`src/rtl/dist_coe_pkg.sv`:
```
// ============================================================================
//  Package     : dist_coe_pkg
//  Description : Shared constants for the distance-coefficient SRAM table.
//                Used by the table writer (dist_coe_loader) and the bilinear
//                reader (dist_calculate) so both agree on the table base
//                address, capacity and index geometry.
//  Contents    : table geometry, error codes, loader state encoding and a
//                load-length validity helper.
//  Revision    : 1.0  initial release
// ============================================================================
`default_nettype none

package dist_coe_pkg;

  // Table placement and geometry: 256 pulse rows x 512 rise columns.
  localparam logic [17:0] COE_BASE_ADDR   = 18'h10000;
  localparam logic [17:0] COE_TABLE_WORDS = 18'h20000;
  localparam int          COE_PULSE_SHIFT = 7;
  localparam int          COE_RISE_SHIFT  = 6;
  localparam int          COE_ROW_SHIFT   = 9;

  // Clocks the writer waits for an SRAM write acknowledge.
  localparam logic [15:0] COE_ACK_TIMEOUT = 16'd1000;

  // Sticky load error codes.
  localparam logic [1:0] ERR_NONE = 2'b00;
  localparam logic [1:0] ERR_LEN  = 2'b01;
  localparam logic [1:0] ERR_TMO  = 2'b10;
  localparam logic [1:0] ERR_SUM  = 2'b11;

  // One-hot loader states, matching the rest of the distance path.
  typedef enum logic [4:0] {
    ST_IDLE    = 5'b00001,
    ST_RECV_HI = 5'b00010,
    ST_RECV_LO = 5'b00100,
    ST_WRITE   = 5'b01000,
    ST_CHECK   = 5'b10000
  } coe_ld_state_e;

  // A load length is usable when it is non-zero and fits in the table.
  function automatic logic coe_len_ok(input logic [17:0] len,
                                      input logic [17:0] max_words);
    return (len != 18'd0) && (len <= max_words);
  endfunction

endpackage

`default_nettype wire

```
`src/rtl/dist_coe_loader_if.sv`:
```
// ============================================================================
//  Interface   : dist_coe_loader_if
//  Description : Control, byte-stream, SRAM write port and status signals of
//                the coefficient table loader. Signal names carry their
//                direction as seen from the loader.
//  Modports    : master - host side (parser / arbiter / supervisor)
//                slave  - dist_coe_loader
//  Signals     : i_load_start/i_load_len/i_expect_sum/i_load_abort  control
//                i_byte_data/i_byte_valid/o_byte_ready                stream
//                o_sram_wr_req/i_sram_wr_ack/o_sram_addr/o_sram_data  SRAM
//                o_busy/o_load_done/o_load_err/o_word_cnt             status
//  Revision    : 1.0  initial release
// ============================================================================
`default_nettype none

interface dist_coe_loader_if;

  logic        i_load_start;
  logic [17:0] i_load_len;
  logic [15:0] i_expect_sum;
  logic        i_load_abort;

  logic [7:0]  i_byte_data;
  logic        i_byte_valid;
  logic        o_byte_ready;

  logic        o_sram_wr_req;
  logic        i_sram_wr_ack;
  logic [17:0] o_sram_addr;
  logic [15:0] o_sram_data;

  logic        o_busy;
  logic        o_load_done;
  logic [1:0]  o_load_err;
  logic [17:0] o_word_cnt;

  modport master (
    output i_load_start, i_load_len, i_expect_sum, i_load_abort,
    output i_byte_data, i_byte_valid,
    input  o_byte_ready,
    input  o_sram_wr_req, o_sram_addr, o_sram_data,
    output i_sram_wr_ack,
    input  o_busy, o_load_done, o_load_err, o_word_cnt
  );

  modport slave (
    input  i_load_start, i_load_len, i_expect_sum, i_load_abort,
    input  i_byte_data, i_byte_valid,
    output o_byte_ready,
    output o_sram_wr_req, o_sram_addr, o_sram_data,
    input  i_sram_wr_ack,
    output o_busy, o_load_done, o_load_err, o_word_cnt
  );

endinterface

`default_nettype wire

```
`src/rtl/dist_coe_loader.sv`:
```
// ============================================================================
//  Module      : dist_coe_loader
//  Description : Writer side of the distance-coefficient SRAM table. Packs a
//                host byte stream into big-endian 16-bit words, writes word n
//                to BASE_ADDR + n through a req/ack port, and verifies a
//                mod-2^16 additive checksum at the end of the load.
//  Ports       : i_clk_50m  system clock
//                i_rst_n    asynchronous active-low reset
//                bus        dist_coe_loader_if.slave (control, byte stream,
//                           SRAM write port, sticky status)
//  Revision    : 1.0  initial release
// ============================================================================
`default_nettype none

module dist_coe_loader
  import dist_coe_pkg::*;
#(
  parameter logic [17:0] BASE_ADDR   = COE_BASE_ADDR,
  parameter logic [17:0] MAX_WORDS   = COE_TABLE_WORDS,
  parameter logic [15:0] ACK_TIMEOUT = COE_ACK_TIMEOUT
) (
  input  logic             i_clk_50m,
  input  logic             i_rst_n,
  dist_coe_loader_if.slave bus
);

  // Last timer value before the write is abandoned; the request is then
  // held for exactly ACK_TIMEOUT clocks.
  localparam logic [15:0] C_TMO_LAST = 16'(ACK_TIMEOUT - 16'd1);

  coe_ld_state_e state_q, state_d;
  logic [7:0]    hi_q,     hi_d;
  logic [15:0]   word_q,   word_d;
  logic [15:0]   sum_q,    sum_d;
  logic [17:0]   cnt_q,    cnt_d;
  logic [17:0]   len_q,    len_d;
  logic [15:0]   expect_q, expect_d;
  logic [15:0]   timer_q,  timer_d;
  logic          done_q,   done_d;
  logic [1:0]    err_q,    err_d;

  logic          w_recv;
  logic          w_byte_ready;
  logic          w_accept;
  logic          w_wr_req;
  logic [17:0]   w_cnt_inc;

  // Abort wins over a byte offered in the same cycle, so the byte is not
  // reported as consumed.
  assign w_recv       = (state_q == ST_RECV_HI) || (state_q == ST_RECV_LO);
  assign w_byte_ready = w_recv && !bus.i_load_abort;
  assign w_accept     = w_byte_ready && bus.i_byte_valid;
  assign w_wr_req     = (state_q == ST_WRITE);
  assign w_cnt_inc    = 18'(cnt_q + 18'd1);

  // --------------------------------------------------------------------------
  // State register
  // --------------------------------------------------------------------------
  always_ff @(posedge i_clk_50m or negedge i_rst_n) begin
    if (!i_rst_n) begin
      state_q  <= ST_IDLE;
      hi_q     <= '0;
      word_q   <= '0;
      sum_q    <= '0;
      cnt_q    <= '0;
      len_q    <= '0;
      expect_q <= '0;
      timer_q  <= '0;
      done_q   <= 1'b0;
      err_q    <= ERR_NONE;
    end else begin
      state_q  <= state_d;
      hi_q     <= hi_d;
      word_q   <= word_d;
      sum_q    <= sum_d;
      cnt_q    <= cnt_d;
      len_q    <= len_d;
      expect_q <= expect_d;
      timer_q  <= timer_d;
      done_q   <= done_d;
      err_q    <= err_d;
    end
  end

  // --------------------------------------------------------------------------
  // Next-state logic
  // --------------------------------------------------------------------------
  always_comb begin
    state_d  = state_q;
    hi_d     = hi_q;
    word_d   = word_q;
    sum_d    = sum_q;
    cnt_d    = cnt_q;
    len_d    = len_q;
    expect_d = expect_q;
    timer_d  = timer_q;
    done_d   = done_q;
    err_d    = err_q;

    unique case (state_q)
      ST_IDLE: begin
        if (bus.i_load_start) begin
          done_d = 1'b0;
          if (!coe_len_ok(bus.i_load_len, MAX_WORDS)) begin
            err_d = ERR_LEN;
          end else begin
            err_d    = ERR_NONE;
            cnt_d    = '0;
            sum_d    = '0;
            len_d    = bus.i_load_len;
            expect_d = bus.i_expect_sum;
            state_d  = ST_RECV_HI;
          end
        end
      end

      ST_RECV_HI: begin
        if (bus.i_load_abort) begin
          err_d   = ERR_SUM;
          state_d = ST_IDLE;
        end else if (w_accept) begin
          hi_d    = bus.i_byte_data;
          state_d = ST_RECV_LO;
        end
      end

      ST_RECV_LO: begin
        if (bus.i_load_abort) begin
          err_d   = ERR_SUM;
          state_d = ST_IDLE;
        end else if (w_accept) begin
          word_d  = {hi_q, bus.i_byte_data};
          timer_d = '0;
          state_d = ST_WRITE;
        end
      end

      ST_WRITE: begin
        // Ack is tested before the timer so an ack on the expiry cycle
        // still completes the write.
        if (bus.i_load_abort) begin
          err_d   = ERR_SUM;
          state_d = ST_IDLE;
        end else if (bus.i_sram_wr_ack) begin
          sum_d   = 16'(sum_q + word_q);
          cnt_d   = w_cnt_inc;
          state_d = (w_cnt_inc == len_q) ? ST_CHECK : ST_RECV_HI;
        end else if (timer_q == C_TMO_LAST) begin
          err_d   = ERR_TMO;
          state_d = ST_IDLE;
        end else begin
          timer_d = 16'(timer_q + 16'd1);
        end
      end

      ST_CHECK: begin
        if (bus.i_load_abort) begin
          err_d = ERR_SUM;
        end else if (sum_q == expect_q) begin
          done_d = 1'b1;
        end else begin
          err_d = ERR_SUM;
        end
        state_d = ST_IDLE;
      end

      default: begin
        state_d = ST_IDLE;
      end
    endcase
  end

  // --------------------------------------------------------------------------
  // Outputs. Address and data are forced to zero outside WRITE so the port
  // is quiet whenever no request is pending.
  // --------------------------------------------------------------------------
  assign bus.o_byte_ready  = w_byte_ready;
  assign bus.o_sram_wr_req = w_wr_req;
  assign bus.o_sram_addr   = w_wr_req ? 18'(BASE_ADDR + cnt_q) : 18'd0;
  assign bus.o_sram_data   = w_wr_req ? word_q : 16'd0;
  assign bus.o_busy        = (state_q != ST_IDLE);
  assign bus.o_load_done   = done_q;
  assign bus.o_load_err    = err_q;
  assign bus.o_word_cnt    = cnt_q;

endmodule

`default_nettype wire

```
`src/flat_wrapper.sv`:
```
// flat-port wrapper written by rule: the top's interface ports become plain ports
module dist_coe_loader_flat import dist_coe_pkg::*;
#(
  parameter logic [17:0] BASE_ADDR   = COE_BASE_ADDR,
  parameter logic [17:0] MAX_WORDS   = COE_TABLE_WORDS,
  parameter logic [15:0] ACK_TIMEOUT = COE_ACK_TIMEOUT
)
  (i_clk_50m, i_rst_n, bus_i_load_start, bus_i_load_len, bus_i_expect_sum, bus_i_load_abort, bus_i_byte_data, bus_i_byte_valid, bus_o_byte_ready, bus_o_sram_wr_req, bus_o_sram_addr, bus_o_sram_data, bus_i_sram_wr_ack, bus_o_busy, bus_o_load_done, bus_o_load_err, bus_o_word_cnt);
  dist_coe_loader_if bus_i ();
  input  logic i_clk_50m;
  input  logic i_rst_n;
  input wire logic [$bits(bus_i.i_load_start)-1:0] bus_i_load_start;
  input wire logic [$bits(bus_i.i_load_len)-1:0] bus_i_load_len;
  input wire logic [$bits(bus_i.i_expect_sum)-1:0] bus_i_expect_sum;
  input wire logic [$bits(bus_i.i_load_abort)-1:0] bus_i_load_abort;
  input wire logic [$bits(bus_i.i_byte_data)-1:0] bus_i_byte_data;
  input wire logic [$bits(bus_i.i_byte_valid)-1:0] bus_i_byte_valid;
  output wire logic [$bits(bus_i.o_byte_ready)-1:0] bus_o_byte_ready;
  output wire logic [$bits(bus_i.o_sram_wr_req)-1:0] bus_o_sram_wr_req;
  output wire logic [$bits(bus_i.o_sram_addr)-1:0] bus_o_sram_addr;
  output wire logic [$bits(bus_i.o_sram_data)-1:0] bus_o_sram_data;
  input wire logic [$bits(bus_i.i_sram_wr_ack)-1:0] bus_i_sram_wr_ack;
  output wire logic [$bits(bus_i.o_busy)-1:0] bus_o_busy;
  output wire logic [$bits(bus_i.o_load_done)-1:0] bus_o_load_done;
  output wire logic [$bits(bus_i.o_load_err)-1:0] bus_o_load_err;
  output wire logic [$bits(bus_i.o_word_cnt)-1:0] bus_o_word_cnt;
  assign bus_i.i_load_start = bus_i_load_start;
  assign bus_i.i_load_len = bus_i_load_len;
  assign bus_i.i_expect_sum = bus_i_expect_sum;
  assign bus_i.i_load_abort = bus_i_load_abort;
  assign bus_i.i_byte_data = bus_i_byte_data;
  assign bus_i.i_byte_valid = bus_i_byte_valid;
  assign bus_o_byte_ready = bus_i.o_byte_ready;
  assign bus_o_sram_wr_req = bus_i.o_sram_wr_req;
  assign bus_o_sram_addr = bus_i.o_sram_addr;
  assign bus_o_sram_data = bus_i.o_sram_data;
  assign bus_i.i_sram_wr_ack = bus_i_sram_wr_ack;
  assign bus_o_busy = bus_i.o_busy;
  assign bus_o_load_done = bus_i.o_load_done;
  assign bus_o_load_err = bus_i.o_load_err;
  assign bus_o_word_cnt = bus_i.o_word_cnt;
  dist_coe_loader #(.BASE_ADDR(BASE_ADDR), .MAX_WORDS(MAX_WORDS), .ACK_TIMEOUT(ACK_TIMEOUT)) u_core (.i_clk_50m(i_clk_50m), .i_rst_n(i_rst_n), .bus(bus_i));
endmodule
```
`config.mk`:
```
export PLATFORM = sky130hd
export DESIGN_NAME = dist_coe_loader_flat
export DESIGN_NICKNAME = d
export VERILOG_FILES = /design/src/rtl/dist_coe_pkg.sv /design/src/rtl/dist_coe_loader_if.sv /design/src/rtl/dist_coe_loader.sv /design/src/flat_wrapper.sv
export SDC_FILE = /design/constraint.sdc
export NUM_CORES = 1
export LEC_CHECK = 0
export CAP_MARGIN = 20
export CORE_AREA = 8 8 191 102
export CTS_BUF_LIST = sky130_fd_sc_hd__clkbuf_16
export DETAILED_ROUTE_END_ITERATION = 16
export DIE_AREA = 0 0 199 110
export GPL_TIMING_DRIVEN = 0
export PLACE_DENSITY = 0.7
export SYNTH_ARGS = -nofsm -noshare
export SYNTH_HDL_FRONTEND = slang
export SYNTH_SLANG_ARGS = --single-unit
```
`constraint.sdc`:
```
create_clock -name i_clk_50m -period 2.4 [get_ports i_clk_50m]
set_clock_uncertainty 0.15 [all_clocks]
set_input_delay 0.48 -clock i_clk_50m [delete_from_list [all_inputs] [get_ports i_clk_50m]]
set_output_delay 0.48 -clock i_clk_50m [all_outputs]
set_load 0.02 [all_outputs]
```
==> results of run 1 <==
[worst min path at each step]
| stage | startpoint | end | slack, ns | cells after the start |
|---|---|---|---|---|
| after floorplan | i_rst_n | u_core.bus.o_load_done$_DFFE_PN0P_ | 0.03 | 0 |
| after global placement | u_core.hi_q[4]$_DFFE_PN0P_ | u_core.word_q[12]$_DFFE_PN0P_ | 0.29 | 2 |
| after detailed placement | i_rst_n | u_core.expect_q[4]$_DFFE_PN0P_ | 0.18 | 1 |
| after CTS | u_core.hi_q[7]$_DFFE_PN0P_ | u_core.word_q[15]$_DFFE_PN0P_ | 0.31 | 2 |
| after global routing | bus_i_load_len[2] | u_core.len_q[2]$_DFFE_PN0P_ | 0.19 | 2 |
| final | bus_i_load_len[2] | u_core.len_q[2]$_DFFE_PN0P_ | 0.20 | 2 |
[cell type report]
type                    count  area share [%]
diodes                      1         0.02488
plain buffers              28           2.624
clock buffers              17           4.229
clock inverters            15           2.127
inverters                  12          0.4851
multi-input cells         530           40.77
flip-flops and latches    116           29.03
well taps                 234           2.910
repair buffers            183           17.80
[registers in the layout, summed over array words and instances, names as in the netlist]
signal,flops
u_core.bus.o_word_cnt,18
u_core.timer_q,16
u_core.len_q,18
u_core.word_q,16
u_core.sum_q,16
u_core.bus.o_load_err,2
u_core.expect_q,16
u_core.hi_q,8
u_core.state_q,5
u_core.bus.o_load_done,1
[where the power goes]
group	total [mW]	switching [mW]	internal, mW	leakage (nW)
sequential	2.29	0.160	2.13	1.51
combinational	0.735	0.322	0.413	2.66
clock	2.75	0.921	1.83	0.300
total	5.78	1.40	4.37	4.46
[synthesized netlist by cell type, types with 4 or more instances]
library cell / count / area (um^2)
sky130_fd_sc_hd__dfrtp_1: 115 / 2878
sky130_fd_sc_hd__nand2_1: 105 / 394.1
sky130_fd_sc_hd__o21ai_0: 44 / 220.2
sky130_fd_sc_hd__nor2_1: 43 / 161.4
sky130_fd_sc_hd__mux2_2: 42 / 473.0
sky130_fd_sc_hd__xnor2_1: 38 / 332.8
sky130_fd_sc_hd__and2_1: 35 / 219.0
sky130_fd_sc_hd__xor2_1: 30 / 262.8
sky130_fd_sc_hd__a21oi_1: 21 / 105.1
sky130_fd_sc_hd__clkbuf_1: 18 / 67.56
sky130_fd_sc_hd__nand3_1: 18 / 90.09
sky130_fd_sc_hd__ha_1: 17 / 212.7
sky130_fd_sc_hd__nor4_1: 13 / 81.33
sky130_fd_sc_hd__inv_1: 12 / 45.04
sky130_fd_sc_hd__nand4_1: 11 / 68.82
sky130_fd_sc_hd__o31ai_1: 9 / 67.56
sky130_fd_sc_hd__nor2b_1: 8 / 50.05
sky130_fd_sc_hd__nor3_1: 8 / 40.04
sky130_fd_sc_hd__a21o_1: 7 / 52.55
sky130_fd_sc_hd__and3_1: 7 / 43.79
sky130_fd_sc_hd__buf_2: 7 / 35.03
sky130_fd_sc_hd__o22ai_1: 7 / 43.79
sky130_fd_sc_hd__a31oi_1: 6 / 37.54
sky130_fd_sc_hd__and4_1: 4 / 35.03
sky130_fd_sc_hd__buf_6: 4 / 45.04
sky130_fd_sc_hd__or3_1: 4 / 25.02
[stage by stage]
stage	utilization (%)	hold slack, ns	instance area [um^2]	TNS, ns	setup WS (ns)
6_report	59.56	0.2001	10060	-3.318	-0.1297
5_1_grt	59.56	0.1939	10060	-7.477	-0.2016
4_1_cts	56.56	0.3121	9553	-5.270	-0.1823
3_5_place_dp	47.29	0.1838	7986	-94.39	-1.036
3_3_place_gp	47.12	0.2914	7958	-534.66	-4.269
2_1_floorplan	-	0.03441	6614	0	0.002482
[per-layer routing]
layer / track usage (%) / up-vias / share of wire [%]
met5: 0 / - / 0.11
met1: 28.13 / 3021 / 46
li1: - / 2841 / -
met2: 27.91 / 277 / 42
met4: 4.314 / 4 / 1.5
met3: 7.788 / 43 / 10
[placed cells by master, fill, tap and decap left out, drive strengths merged, types with 5 or more instances in the layout]
master	Yosys	routed
bufinv	0	5
o21ai	45	45
dlymetal6s2s	0	11
buf	12	126
ha	17	17
xnor2	38	38
o31ai	9	9
nand2	105	105
nand4	12	12
or3	5	5
nand3	20	20
nor2	45	45
xor2	30	30
inv	12	12
nor3	9	9
dfrtp	115	115
clkbuf	18	34
a31oi	6	6
mux2	42	42
and3	7	7
a21oi	21	21
and2	35	35
o22ai	7	7
nor4	13	13
clkdlybuf4s50	0	53
a21o	7	7
clkinvlp	0	6
nor2b	8	8
[cell families (layout without fill, tap and decap cells)]
logic type	count (synthesis)	count (layout)	synth area share (%)
flops	116	116	44.03
simple gates	277	277	21.12
fa+ha+maj	18	18	3.529
mux	43	43	7.323
xor+xnor	68	68	9.031
buf+inv	42	255	3.035
compound gates	124	124	11.93
other cells	0	1	0
[worst max-delay path, stage by stage (launching register included)]
cell and delay [ns]:
sky130_fd_sc_hd__dfrtp_1 0.47, sky130_fd_sc_hd__xnor2_1 0.31, sky130_fd_sc_hd__a31oi_1 0.11, sky130_fd_sc_hd__a21oi_1 0.23, sky130_fd_sc_hd__o2111ai_1 0.21, sky130_fd_sc_hd__a2111oi_4 0.34, sky130_fd_sc_hd__nand4_1 0.13, sky130_fd_sc_hd__buf_4 0.18
sky130_fd_sc_hd__a221o_1 0.28
[timing repair]
action                     in CTS  in global routing
setup endpoints to repair     124                120
setup buffers                  41                 30
pin swaps                      28                 34
hold buffers                    1                  0
cloned                          5                  0
hold endpoints to repair       19                  0
gates resized for setup       370                 92
==> summary.txt, run 1 <==
GLOBAL ROUTE
----------------------------------------------------------------------------------------------------
Number of antenna violations at the first check in global routing .....................            3
Number of global-route vias before repair .............................................         5851
Largest net degree at the start of global routing .....................................           98
Overflow left after global routing ....................................................            0
Global-route wire length before repair ................................................     33240 um
Aggregate global-route resource usage .................................................       19.78%

WORST SETUP PATH
----------------------------------------------------------------------------------------------------
Crit path to .......................................................................... u_core.state_q[1]$_DFFE_PN0P_
Depth of the most critical reg-to-reg path ............................................            8
Type of the worst setup path ..........................................................      reg2reg
Launch instance of the worst register-to-register path ................................ u_core.len_q[17]$_DFFE_PN0P_
Register-to-register path setup slack .................................................     -0.13 ns
Startpoint Class ......................................................................     register
CP required ...........................................................................      2.54 ns
Crit path capture type ................................................................     register
Crit Reg-Reg Endpoint ................................................................. u_core.state_q[1]$_DFFE_PN0P_
Arrival time reported for the critical path endpoint ..................................      2.67 ns
Largest driver fanout on the critical path ............................................            3
Setup crit start ...................................................................... u_core.len_q[17]$_DFFE_PN0P_

FLOORPLAN
----------------------------------------------------------------------------------------------------
Die area ..............................................................................   21890 um^2
Ports .................................................................................          106
Number of placement rows ..............................................................           34
Core Region ...........................................................................   16890 um^2
Initial core utilization ..............................................................       39.05%
Die height ............................................................................       110 um
Chip Width ............................................................................       199 um

RUN STATUS
----------------------------------------------------------------------------------------------------
Failing checks ........................................................................ negative setup slack
Outcome ............................................................................... finished with violations

SYNTH
----------------------------------------------------------------------------------------------------
Post-synth EDFFs ......................................................................            0
Portion of the post-synthesis area used by sequential elements ........................       44.03%
Share of synthesized registers carrying an async set or reset .........................       100.0%
Average footprint of a synthesized cell ...............................................   9.586 um^2
Cell area after synthesis .............................................................    6595 um^2
Synthesized Nets ......................................................................          754
Dominant register cell in the synthesized netlist ..................................... sky130_fd_sc_hd__dfrtp_1
Post-synthesis register bit count .....................................................          116
Number of distinct library cells after synthesis ......................................           63
Post-synthesis instance total .........................................................          688
Yosys synthesis warning count .........................................................            0

TIMING
----------------------------------------------------------------------------------------------------
Final count of hold timing violations .................................................            0
Final number of setup-violating endpoints .............................................           42
Final setup slack of the worst path ...................................................   -0.1297 ns
Max_slew headroom .....................................................................       65.34%
Fin crit period .......................................................................     2.530 ns
Final count of pins violating max slew ................................................            0
RSZ-0062 raised after global routing ..................................................          yes
Final cycle utilization of the critical path ..........................................       105.4%
Fmax ..................................................................................   0.3953 GHz
Least-Margin Pin Slew .................................................................    0.5185 ns

FINAL LAYOUT
----------------------------------------------------------------------------------------------------
Fraction of layout instances using a drive strength above 1 ...........................       38.96%
Filler-free cell count of the finished design .........................................         1136
Flip-flop and latch area ..............................................................    2920 um^2
Area of the multi-input gates .........................................................    4101 um^2
Fill cell instance count of the final layout ..........................................         1346
Final nets ............................................................................          954
Growth of design area from synthesis to finish ........................................       52.53%

ROUTING
----------------------------------------------------------------------------------------------------
Vias per inst .........................................................................        5.445
Starting DRC count in detailed routing ................................................          556
Post-route DRC ........................................................................            0
Router iterations before antenna repair ...............................................            5
Total via count in the routed design ..................................................         6186
Post-route antenna net violation count ................................................            0
WL per Instance .......................................................................     19.80 um
WL final ..............................................................................     22490 um

FLOW RUN
----------------------------------------------------------------------------------------------------
Max-cap violation count ...............................................................            0

POWER AND IR DROP
----------------------------------------------------------------------------------------------------
Peak ir drop on the vdd network .......................................................    0.5101 mV
Leakage power figure ..................................................................     4.461 nW
Pwr/cell area ......................................................................... 574.1 nW/um^2
Power consumption .....................................................................     5.776 mW

CLOCKING
----------------------------------------------------------------------------------------------------
Clock sink count ......................................................................          116
Number of levels in the clock H-tree ..................................................            4
Cell chosen for the clock root ........................................................ sky130_fd_sc_hd__clkbuf_16
Clock latency of the later-clocked register in the worst-skew pair ....................      0.41 ns
Clock tree from TritonCTS .............................................................          yes
TritonCTS buffer count ................................................................           17
Clock-pin slew reported for the worst setup and hold paths after clock tree synthesis .      0.05 ns
Buffer levels on the longest clock path ...............................................            2

PLACE
----------------------------------------------------------------------------------------------------
I/O Buffers ...........................................................................          105
Half-perimeter wire length after placement ............................................     14830 um
Placed cell count .....................................................................         1028
Final RePlAce weighted congestion .....................................................       0.9256

WORST HOLD PATH
----------------------------------------------------------------------------------------------------
Hold Path Class .......................................................................       in2reg

No activity file was read; power rests on OpenSTA's default activity.
==> run 2, diff against run 1 <==
--- a/config.mk
+++ b/config.mk
@@ -12,5 +12,7 @@
 export DIE_AREA = 0 0 199 110
 export GPL_TIMING_DRIVEN = 0
+export MAX_ROUTING_LAYER = met4
 export PLACE_DENSITY = 0.7
+export SETUP_SLACK_MARGIN = 0.3
 export SYNTH_ARGS = -nofsm -noshare
 export SYNTH_HDL_FRONTEND = slang
--- a/constraint.sdc
+++ b/constraint.sdc
@@ -3,3 +3,3 @@
 set_input_delay 0.48 -clock i_clk_50m [delete_from_list [all_inputs] [get_ports i_clk_50m]]
 set_output_delay 0.48 -clock i_clk_50m [all_outputs]
-set_load 0.02 [all_outputs]
+set_load 0.05 [all_outputs]
==> run 2 against run 1 <==
The flow still finishes with violations (negative setup slack). Sequential cell count did not move. Cell count rose by 3.3%. Worst setup slack lost 0.089 ns. Non-clock buffer count rose by 39. Register-to-register slack worse by 0.09 ns. Sequential share of layout area decreased by 2.8 points. Fmax shrank 3.4%. Utilization rose by 6.6 points. Largest cell class unchanged. Clock power is 7% lower. Combinational power is 34% higher. Critical path depth rose by 4. Hold slack got worse by 0.020 ns. Largest power group unchanged.
==> summary.txt, run 2 (synthesized netlist as in run 1, its figures left out) <==
FINAL LAYOUT
----------------------------------------------------------------------------------------------------
Filler-free cell count of the finished design .........................................         1174   +3.3%
Growth of design area from synthesis to finish ........................................       69.46%
Fraction of layout instances using a drive strength above 1 ...........................       48.09%   +9.1 points
ANT cells .............................................................................            0   -1
Fill cell instance count of the final layout ..........................................         1180   -12%
Core utilization of the finished layout ...............................................       66.17%   +6.6 points
Most common cell after layout, fill and taps aside .................................... sky130_fd_sc_hd__dfrtp_1
Final nets ............................................................................          993   +4.1%
Highest-count cells in the layout ignoring fill and taps .............................. sky130_fd_sc_hd__dfrtp_1 (94), sky130_fd_sc_hd__nand2_1 (88), sky130_fd_sc_hd__buf_4 (76), sky130_fd_sc_hd__buf_8 (47), sky130_fd_sc_hd__xnor2_1 (35)
Design Area, Final ....................................................................   11180 um^2   +11%

POWER AND IR DROP
----------------------------------------------------------------------------------------------------
Share of total power in combinational logic ...........................................        16.8%   +4.1 points
Peak ir drop on the vdd network .......................................................    0.4350 mV   -15%
Clock group share of total power ......................................................        43.6%   -4.0 points
Net Sw Frac ...........................................................................       26.34%   +2.1 points
Switching power of the nets ...........................................................     1.537 mW   +9.6%
Power consumption .....................................................................     5.835 mW   +1.0%
Pwr/cell area ......................................................................... 522.1 nW/um^2   -9.1%
Proportion of power drawn by flip-flops and latches ...................................        39.5%   -0.2 points
Leakage power figure ..................................................................     5.061 nW   +13%
P_int .................................................................................     4.298 mW   -1.7%

CLOCKING
----------------------------------------------------------------------------------------------------
Clock sink count ......................................................................          116   unchanged
Clock-pin slew reported for the worst setup and hold paths after clock tree synthesis .      0.06 ns   about the same
Buffer levels on the longest clock path ...............................................            2   unchanged
Number of levels in the clock H-tree ..................................................            4   unchanged
Clock latency of the later-clocked register in the worst-skew pair ....................      0.42 ns   about the same
Cell chosen for the clock root ........................................................ sky130_fd_sc_hd__clkbuf_16
Clock tree from TritonCTS .............................................................          yes
TritonCTS buffer count ................................................................           17   unchanged

FLOORPLAN
----------------------------------------------------------------------------------------------------
Chip Width ............................................................................       199 um   unchanged
Ports .................................................................................          106   unchanged
Initial core utilization ..............................................................       39.05%   unchanged
Die height ............................................................................       110 um   unchanged
Number of placement rows ..............................................................           34   unchanged
Core Region ...........................................................................   16890 um^2   unchanged
Die area ..............................................................................   21890 um^2   unchanged

GLOBAL ROUTE
----------------------------------------------------------------------------------------------------
Number of global-route vias before repair .............................................         6206   +6.1%
Largest net degree at the start of global routing .....................................           67   -32%
Overflow left after global routing ....................................................            0   unchanged
Global-route wire length before repair ................................................     36830 um   +11%
Aggregate global-route resource usage .................................................       22.99%   +3.2 points
Number of antenna violations at the first check in global routing .....................            0   -3

PLACE
----------------------------------------------------------------------------------------------------
Dpl ws ................................................................................   -0.9371 ns   +0.09883 ns
Half-perimeter wire length after placement ............................................     15260 um   +2.9%
Final RePlAce weighted congestion .....................................................       0.9277   +0.23%
I/O Buffers ...........................................................................          105   unchanged
Placed cell count .....................................................................         1028   unchanged
Placement-stage cell area .............................................................    8512 um^2   +6.6%

TIMING
----------------------------------------------------------------------------------------------------
Max_slew headroom .....................................................................       50.30%   -15 points
Final count of hold timing violations .................................................            0   unchanged
Final cycle utilization of the critical path ..........................................       109.1%   +3.7 points
RSZ-0062 raised after global routing ..................................................          yes
Final number of setup-violating endpoints .............................................          107   +150%
Final count of pins violating max slew ................................................            0   unchanged
Fin crit period .......................................................................     2.619 ns   +0.08888 ns
Post-route setup TNS ..................................................................    -14.54 ns   -11.23 ns
Final setup slack of the worst path ...................................................   -0.2185 ns   -0.08888 ns
Hold slack ............................................................................    0.1798 ns   -0.02031 ns
Least-Margin Pin Slew .................................................................    0.7434 ns   +0.2249 ns
Fmax ..................................................................................   0.3819 GHz   -3.4%

WORST SETUP PATH
----------------------------------------------------------------------------------------------------
Crit path capture type ................................................................     register
Cell at the slowest stage of the critical path ........................................ sky130_fd_sc_hd__dfrtp_1
Largest stage delay on the critical path ..............................................      0.39 ns   -0.08 ns
Arrival time reported for the critical path endpoint ..................................      2.76 ns   +0.09 ns
Sequence of cells on the critical path ................................................ buf_6 > or2_4 > nor4b_4 > buf_4 > nand2_4 > nor3_4 > buf_4 > buf_6 > nor2_4 > buf_8 > a21oi_2 > nand3_1
Startpoint Class ......................................................................     register
Register-to-register path setup slack .................................................     -0.22 ns   -0.09 ns
Type of the worst setup path ..........................................................      reg2reg
Number of buffers and inverters on the critical path ..................................            5   +4
Largest driver fanout on the critical path ............................................            7   +4
CP required ...........................................................................      2.54 ns   about the same
Family with the most delay on the worst path .......................................... simple AND/OR/NAND/NOR gates

RUN STATUS
----------------------------------------------------------------------------------------------------
Outcome ............................................................................... finished with violations
Failing checks ........................................................................ negative setup slack

ROUTING
----------------------------------------------------------------------------------------------------
Vias per inst .........................................................................        5.528   +1.5%
Router iterations before antenna repair ...............................................            6   +1
WL final ..............................................................................     25650 um   +14%
Starting DRC count in detailed routing ................................................          552   -0.72%
Post-route DRC ........................................................................            0   unchanged
Total via count in the routed design ..................................................         6490   +4.9%
WL per Instance .......................................................................     21.84 um   +10%
Post-route antenna net violation count ................................................            0   unchanged

WORST HOLD PATH
----------------------------------------------------------------------------------------------------
Hold Path Class .......................................................................       in2reg

FLOW RUN
----------------------------------------------------------------------------------------------------
Max-cap violation count ...............................................................            0   unchanged

run 2: cell count changes in the layout (fill, tap and decap cells not counted), sizes merged, moves of 2 or more:
cell	delta
buf	+41
clkdlybuf4s15	+12
dlygate4sd2	+18
clkinvlp	-3
clkinv	+4
bufinv	-2
dlymetal6s2s	-11
clkdlybuf4s50	-23
run 2: final cells by class:
type	instances	area (um^2)	share of cell area [%]
Buffer	30	364.1	3.258
Tap cell	234	292.8	2.620
Inverter	12	62.56	0.5598
Sequential cell	116	2930	26.22
Timing Repair Buffer	220	2389	21.37
Clock inverter	15	147.6	1.321
Clock buffer	17	425.4	3.807
Multi-Input combinational cell	530	4564	40.84
run 2: power by group through the flow:
| stage | Clock (mW) | Combinational [mW] | Sequential, mW |
|---|---|---|---|
| floorplan | 0 | 0.506 | 2.28 |
| global placement | 0 | 0.734 | 2.31 |
| detailed placement | 0 | 0.748 | 2.32 |
| CTS | 2.56 | 0.900 | 2.29 |
| global route | 2.67 | 1.04 | 2.32 |
| finish | 2.55 | 0.982 | 2.31 |
run 2: routing by layer:
metal,routed length (um),up-vias,GRT usage [%]
met5,0,-,-
met4,669,0,6.786
met3,2268,53,7.000
met2,10920,316,30.79
met1,11790,3210,32.66
li1,-,2911,-
run 2: timing repair:
action | in CTS | in global routing
gates cloned | 12 | 0
hold buffers | 1 | 0
endpoints found under the setup margin | 172 | 144
pin swaps | 67 | 51
buffers inserted | 67 | 34
resized for setup | 508 | 103
endpoints found under the hold margin | 50 | 0
run 2: path summary, 6_finish.rpt:
| check | start | end | depth (start not counted) |
|---|---|---|---|
| max in group asynchronous | i_rst_n | u_core.state_q[0]$_DFFE_PN1P_ | 3 |
| max | u_core.state_q[2]$_DFFE_PN0P_ | u_core.sum_q[14]$_DFFE_PN0P_ | 12 |
| min | bus_i_load_len[5] | u_core.len_q[5]$_DFFE_PN0P_ | 2 |
| max reg2reg | u_core.state_q[2]$_DFFE_PN0P_ | u_core.sum_q[14]$_DFFE_PN0P_ | 12 |
| min reg2reg | u_core.hi_q[5]$_DFFE_PN0P_ | u_core.word_q[13]$_DFFE_PN0P_ | 2 |
| min in group asynchronous | i_rst_n | u_core.expect_q[1]$_DFFE_PN0P_ | 2 |
